## config.mk

```make
export PLATFORM = sky130hd
export DESIGN_NAME = rf_init_sequencer
export DESIGN_NICKNAME = d
export VERILOG_FILES = /design/src/rtl/rf_iu_pkg.sv /design/src/rtl/rf_init_sequencer.sv
export SDC_FILE = /design/constraint.sdc
export NUM_CORES = 1
export LEC_CHECK = 0
export CORE_MARGIN = 2
export CORE_UTILIZATION = 23
export DETAILED_ROUTE_END_ITERATION = 10
export GPL_TIMING_DRIVEN = 0
export PLACE_DENSITY = 0.76
export SYNTH_ARGS = -nofsm -noshare
export SYNTH_HDL_FRONTEND = slang
export SYNTH_SLANG_ARGS = --single-unit
export TNS_END_PERCENT = 20
```

## constraint.sdc

```tcl
create_clock -name clk -period 1.6 [get_ports clk]
set_input_delay 0.32 -clock clk [delete_from_list [all_inputs] [get_ports clk]]
set_output_delay 0.32 -clock clk [all_outputs]
set_load 0.02 [all_outputs]
```

## src/rtl/rf_iu_pkg.sv

```systemverilog
// Shared RF/IU generator package: address-width helper and init-sequencer state encoding.
package rf_iu_pkg;

  // Ceiling log2; number of address bits needed to index 'value' entries.
  function automatic int unsigned clogb2(input int unsigned value);
    int unsigned r;
    r = 0;
    while ((64'd1 << r) < 64'(value)) begin
      r = r + 1;
    end
    return r;
  endfunction

  typedef enum logic {
    ST_IDLE  = 1'b0,
    ST_CLEAR = 1'b1
  } rf_iu_state_e;

endpackage

```

## src/rtl/rf_init_sequencer.sv

```systemverilog
// RF init sequencer: sweeps every RF entry with the init value after reset or on
// start_in, stalling the core via glockreq_out; passes writes through when idle.
// Build option: define RF_INIT_PATTERN_EN to write entry index k into entry k
// instead of zero.
module rf_init_sequencer
  import rf_iu_pkg::*;
#(
  parameter int unsigned data_width_g = 32,
  parameter int unsigned depth_g      = 32
) (
  input  logic                        clk,
  input  logic                        rstx,
  input  logic                        glock_in,
  input  logic                        wload_in,
  input  logic [clogb2(depth_g)-1:0]  wop_in,
  input  logic [data_width_g-1:0]     wdata_in,
  input  logic                        start_in,
  output logic                        glock_out,
  output logic                        wload_out,
  output logic [clogb2(depth_g)-1:0]  wop_out,
  output logic [data_width_g-1:0]     wdata_out,
  output logic                        glockreq_out,
  output logic                        busy_out,
  output logic                        done_out
);

  localparam int unsigned AW = clogb2(depth_g);
  localparam int unsigned DW = data_width_g;
  localparam logic [AW-1:0] LAST_ADDR = AW'(depth_g - 1);

  rf_iu_state_e   st_q, st_d;
  logic [AW-1:0]  cnt_q, cnt_d;
  logic           done_q, done_d;
  logic [DW-1:0]  init_data;

  // Value written into the entry currently addressed by the sweep.
`ifdef RF_INIT_PATTERN_EN
  assign init_data = DW'(cnt_q);
`else
  assign init_data = '0;
`endif

  // State, sweep counter and done pulse registers.
  always_ff @(posedge clk or negedge rstx) begin
    if (!rstx) begin
      st_q   <= ST_CLEAR;
      cnt_q  <= '0;
      done_q <= 1'b0;
    end else begin
      st_q   <= st_d;
      cnt_q  <= cnt_d;
      done_q <= done_d;
    end
  end

  // Next-state logic and RF port muxing (passthrough when idle, sweep when clearing).
  always_comb begin
    st_d         = st_q;
    cnt_d        = cnt_q;
    done_d       = 1'b0;
    glock_out    = glock_in;
    wload_out    = wload_in;
    wop_out      = wop_in;
    wdata_out    = wdata_in;
    glockreq_out = 1'b0;
    busy_out     = 1'b0;
    done_out     = done_q;

    unique case (st_q)
      ST_CLEAR: begin
        // Core writes are dropped; glock is forced low so the RF takes the sweep.
        glock_out    = 1'b0;
        wload_out    = 1'b1;
        wop_out      = cnt_q;
        wdata_out    = init_data;
        glockreq_out = 1'b1;
        busy_out     = 1'b1;
        if (cnt_q == LAST_ADDR) begin
          st_d   = ST_IDLE;
          cnt_d  = '0;
          done_d = 1'b1;
        end else begin
          cnt_d = cnt_q + AW'(1);
        end
      end
      default: begin
        if (start_in) begin
          st_d  = ST_CLEAR;
          cnt_d = '0;
        end
      end
    endcase
  end

endmodule
```

After elaboration in Yosys (flattened, before gate mapping):

Cells that the tools add are included.

* $add $sub $neg: 1
* equality and inequality tests: 1
* muxes and demuxes: 13
* reductions and logical operators: 1

Operators with widths (number)
* $mux 32: 1
* $mux 5: 4
* $mux 1: 8
* $add 5x1->5 const B: 1
* $eq 5x5->1 const B: 1
* $reduce_bool 2->1: 1

* flip-flop bits (word level): 7
* logic and storage cells: 19

Longest topological paths before layout:

* depth in word-level cells: 3
* gate-level depth with buffers: 6
* gate-level depth less buffers: 6

Worst setup path after synthesis:

No wires, ideal clock.

* kind: flip-flop to flip-flop
* start: register cnt_q[0]
* end: register cnt_q[3]
* arrival time: 1461 ps
* slack: 75 ps
* stages on the path, launching flop included: 7
* clock period less this slack: 1525 ps
* cell sequence: dfrtp_1 -> ha_1 -> and3_1 -> ha_1 -> or2b_1 -> nor3_1 -> a211o_1

* cells in the longest elaborated chain, start to end: 3

Ends and longest elaborated chain
* from (decl): RTL line rf_init_sequencer.sv:32 `logic [AW-1:0] cnt_q, cnt_d;`
* from (signal assigned): RTL line rf_init_sequencer.sv:51 `cnt_q <= cnt_d;`
* $add 5x1->5 or $eq 5x5->1 (tied branches): RTL line rf_init_sequencer.sv:83, rf_init_sequencer.sv:78
* $mux 5 *: RTL line rf_init_sequencer.sv:78 `if (cnt_q == LAST_ADDR) begin`
* $mux 5 *: RTL line rf_init_sequencer.sv:69 `unique case (st_q)`

Mark *: on every way between the ends. The rest lies on a longest branch, timed or not.
A chain may end at the register's enable or synchronous reset.

Final worst setup path:

* start: register st_q
* end: output wop_out[4]

* cells in the longest elaborated chain, start to end: 1

Ends and longest elaborated chain
* from (decl): RTL line rf_init_sequencer.sv:31 `rf_iu_state_e st_q, st_d;`
* from (signal assigned): RTL line rf_init_sequencer.sv:50 `st_q <= st_d;`
* $mux 5: RTL line rf_init_sequencer.sv:69
* to (decl): RTL line rf_init_sequencer.sv:20 `output logic [clogb2(depth_g)-1:0] wop_out,`

No other way between the ends.

==> impl_metrics.toml <==
[finish]
syn_to_final_growth_pct = 144
layout_commonest_cell = "clkdlybuf4s50_1"
finalNonFillerCells = 208
drive_above_1_share_pct = 40.7
final_cell_mix = "clkdlybuf4s50_1 (42), nor2b_1 (30), buf_4 (30)"
diodes = 0
layout.nets = 223
final_util_pct = 59.1

[sta]
fin_setup_tns_ns = -2.58
relSlewSlack_pct = 79.0
maxClockFrequency_mhz = 583
setup_viol = 28
setup_ws_ns = -0.116
fin_crit_sh_pct = 107
period_minus_slack_ns = 1.72
timing.hold.ws_ns = 0.325
worst_pin_slew_ns = 0.314
hold_viol_final = 0
fin_skew_ns = 0.000414
rsz0062_at_grt = "yes"
finalMaxSlewViolations = 0

[global_routing]
grt_max_degree = 11
first_global_vias = 836
gr-total-overflow = 0
grt_usage_pct = 16.6
antenna_found_initial = 0
grt_pass1_wl_mm = 4.27

[critical_path]
critPathCaptureType = "primary output"
path_buf_inv = 2
cpPeakStageDelay_ns = 0.57
cp_slowest_cell = "dfstp_2"
crit_required_ns = 1.28
critical_path.top_delay_family = "flip-flops"
crit_top_cell = "buf_6"
arrival_ns = 1.40
path_cells = "buf_6, mux2_4, buf_6"
crit_path_start_kind = "flop"
worstSetupPathType = "reg -> out"
path_max_fanout = 5

[placed_design]
placedCellCount = 191
port_buffers = 83
dp_hpwl_mm = 2.25
gp_congestion = 0.899

[drt]
ant_nets = 0
drtIter0Drc = 34
vias = 905
routed_wl_mm = 2.89
post-route-drc-count = 0
detail_route.wl_per_cell_um = 13.9
firstDrtPassIters = 3
vias_per_cell = 4.35

[power]
p_switching_mw = 0.692
combPwrFrac_pct = 71.3
p_seq_share_pct = 19.6
clkPwrFrac_pct = 9.1
p_per_area_mw_per_mm2 = 1080
peakVddDrop_v = 0.000683
leakagePower_nw = 0.811
p_int_mw = 1.07
finalPower_mw = 1.76
swShare_pct = 39.3

[yosys]
syn_avg_cell_area_um2 = 8.66
synthCells = 77
yosys.cell_types.count = 28
ys_ff_latch = 7
yosysWarnings = 0
syn_area_um2 = 667
syn-num-nets = 122
ys_seq_area_share_pct = 26.5

[run_status]
failed_checks = "setup timing"
status = "finished with violations"

[min_path]
hp-class = "in -> async"

[clocking]
insertion_delay_ns = 0.25
cts_max_level = 1
cts_buffers = 3
clock_sinks = 7
cts_buffer_depth = 2
cts_tree = "built"
clkTransAtPathRegs_ns = 0.05
cts-root-buf = "clkbuf_4"

[run]
maxCapViolations = 0

[floorplanning]
design.portCount = 84
start_util_pct = 24.2
placementRows = 19
core-area_mm2 = 0.00276
die_y_um = 57.8
die_w_um = 57.8
design.die.area_mm2 = 0.00335
==> worst reg2reg max path, stage by stage, from the launching register on <==
cell,delay (ns)
dfrtp_1,0.42
ha_2,0.21
and3_1,0.21
ha_2,0.20
or2b_1,0.25
nor3_1,0.14
a211o_1,0.11
==> worst paths after layout <==
check	start	endpoint	slack, ns	cells past startpoint
worst max-delay path	st_q$_DFF_PN1_	wop_out[4]	-0.12	3
worst min-delay path	rstx	done_out$_DFF_PN0_	0.33	1
worst max register to register	cnt_q[0]$_DFFE_PN0P_	cnt_q[3]$_DFFE_PN0P_	0	6
worst min register to register	cnt_q[3]$_DFFE_PN0P_	cnt_q[3]$_DFFE_PN0P_	0.55	1
max in group asynchronous	rstx	st_q$_DFF_PN1_	0.99	1
min in group clk	cnt_q[3]$_DFFE_PN0P_	cnt_q[3]$_DFFE_PN0P_	0.55	1
==> sequential cells by signal, summed over array words and instances (netlist names) <==
| signal | flops |
|---|---|
| cnt_q | 5 |
| done_out | 1 |
| st_q | 1 |
==> cell type report <==
class | instances | area, µm²
Fill cell | 268 | 1130
Clock buffer | 4 | 26.3
Multi-Input combinational cell | 61 | 460
Timing Repair Buffer | 96 | 840
Buffer | 6 | 76.3
Tap cell | 31 | 38.8
Sequential cell | 7 | 176
Inverter | 3 | 11.3
==> Yosys cell counts <==
cell / count / area, µm²
nor2b_1: 30 / 188
dfrtp_1: 6 / 150
mux2_2: 4 / 45.0
and2b_1: 3 / 22.5
clkbuf_1: 3 / 11.3
ha_1: 3 / 37.5
inv_1: 3 / 11.3
buf_6: 2 / 22.5
nor2_1: 2 / 7.51
nor3b_1: 2 / 15.0
o21ai_0: 2 / 10.0
a211o_1: 1 / 8.76
a21o_1: 1 / 7.51
a22o_1: 1 / 8.76
and2_1: 1 / 6.26
and3_1: 1 / 6.26
buf_4: 1 / 7.51
dfstp_2: 1 / 26.3
mux2i_1: 1 / 10.0
nand2_1: 1 / 3.75
nand2_2: 1 / 6.26
nand2b_1: 1 / 6.26
nand3_1: 1 / 5.00
nor3_1: 1 / 5.00
o32ai_2: 1 / 16.3
or2_2: 1 / 6.26
or2b_1: 1 / 7.51
xnor2_1: 1 / 8.76
==> per-layer routing <==
metal / vias to the layer above / global-route usage (%) / wire (µm)
met3: 6 / 3.35 / 275
met2: 51 / 27.9 / 1350
met5: - / 0 / 0
met1: 401 / 21.1 / 1210
met4: 0 / 5.98 / 44
li1: 447 / - / -
==> logic make-up (layout without fill, tap and decap cells) <==
| logic type | after synthesis | in the layout | synth area share (%) |
|---|---|---|---|
| XOR/XNOR | 1 | 1 | 1.31 |
| multiplexers | 5 | 5 | 8.25 |
| flip-flops | 7 | 7 | 26.5 |
| adder cells (fa/ha/maj) | 3 | 3 | 5.63 |
| buffers and inverters | 9 | 109 | 7.88 |
| AND/OR/NAND/NOR | 46 | 46 | 42.8 |
| AO/OA/AOI/OAI | 6 | 6 | 7.69 |
==> per-stage QoR <==
step / cell area [µm²] / setup WS, ns
after CTS: 1590 / -0.212
after detailed placement: 1540 / -0.407
final: 1630 / -0.116
after global routing: 1630 / -0.144
after global placement: 1540 / -0.391
after floorplan: 667 / 0.0748
==> power by group through the flow <==
| stage | Clock (mW) | Combinational [mW] | Sequential [mW] |
|---|---|---|---|
| global route | 0.170 | 1.35 | 0.355 |
| finish | 0.160 | 1.25 | 0.345 |
| detailed placement | 0 | 1.10 | 0.346 |
| CTS | 0.163 | 1.21 | 0.351 |
| floorplan | 0 | 0.622 | 0.331 |
| global placement | 0 | 1.09 | 0.339 |
==> repair_timing <==
action,CTS,global route
setup endpoints to repair,42,41
pin swaps,1,0
gates cloned,1,0
hold buffers,0,0
resized for setup,205,10
setup buffers,9,3
Note: power is estimated with default switching activity, not from simulation.
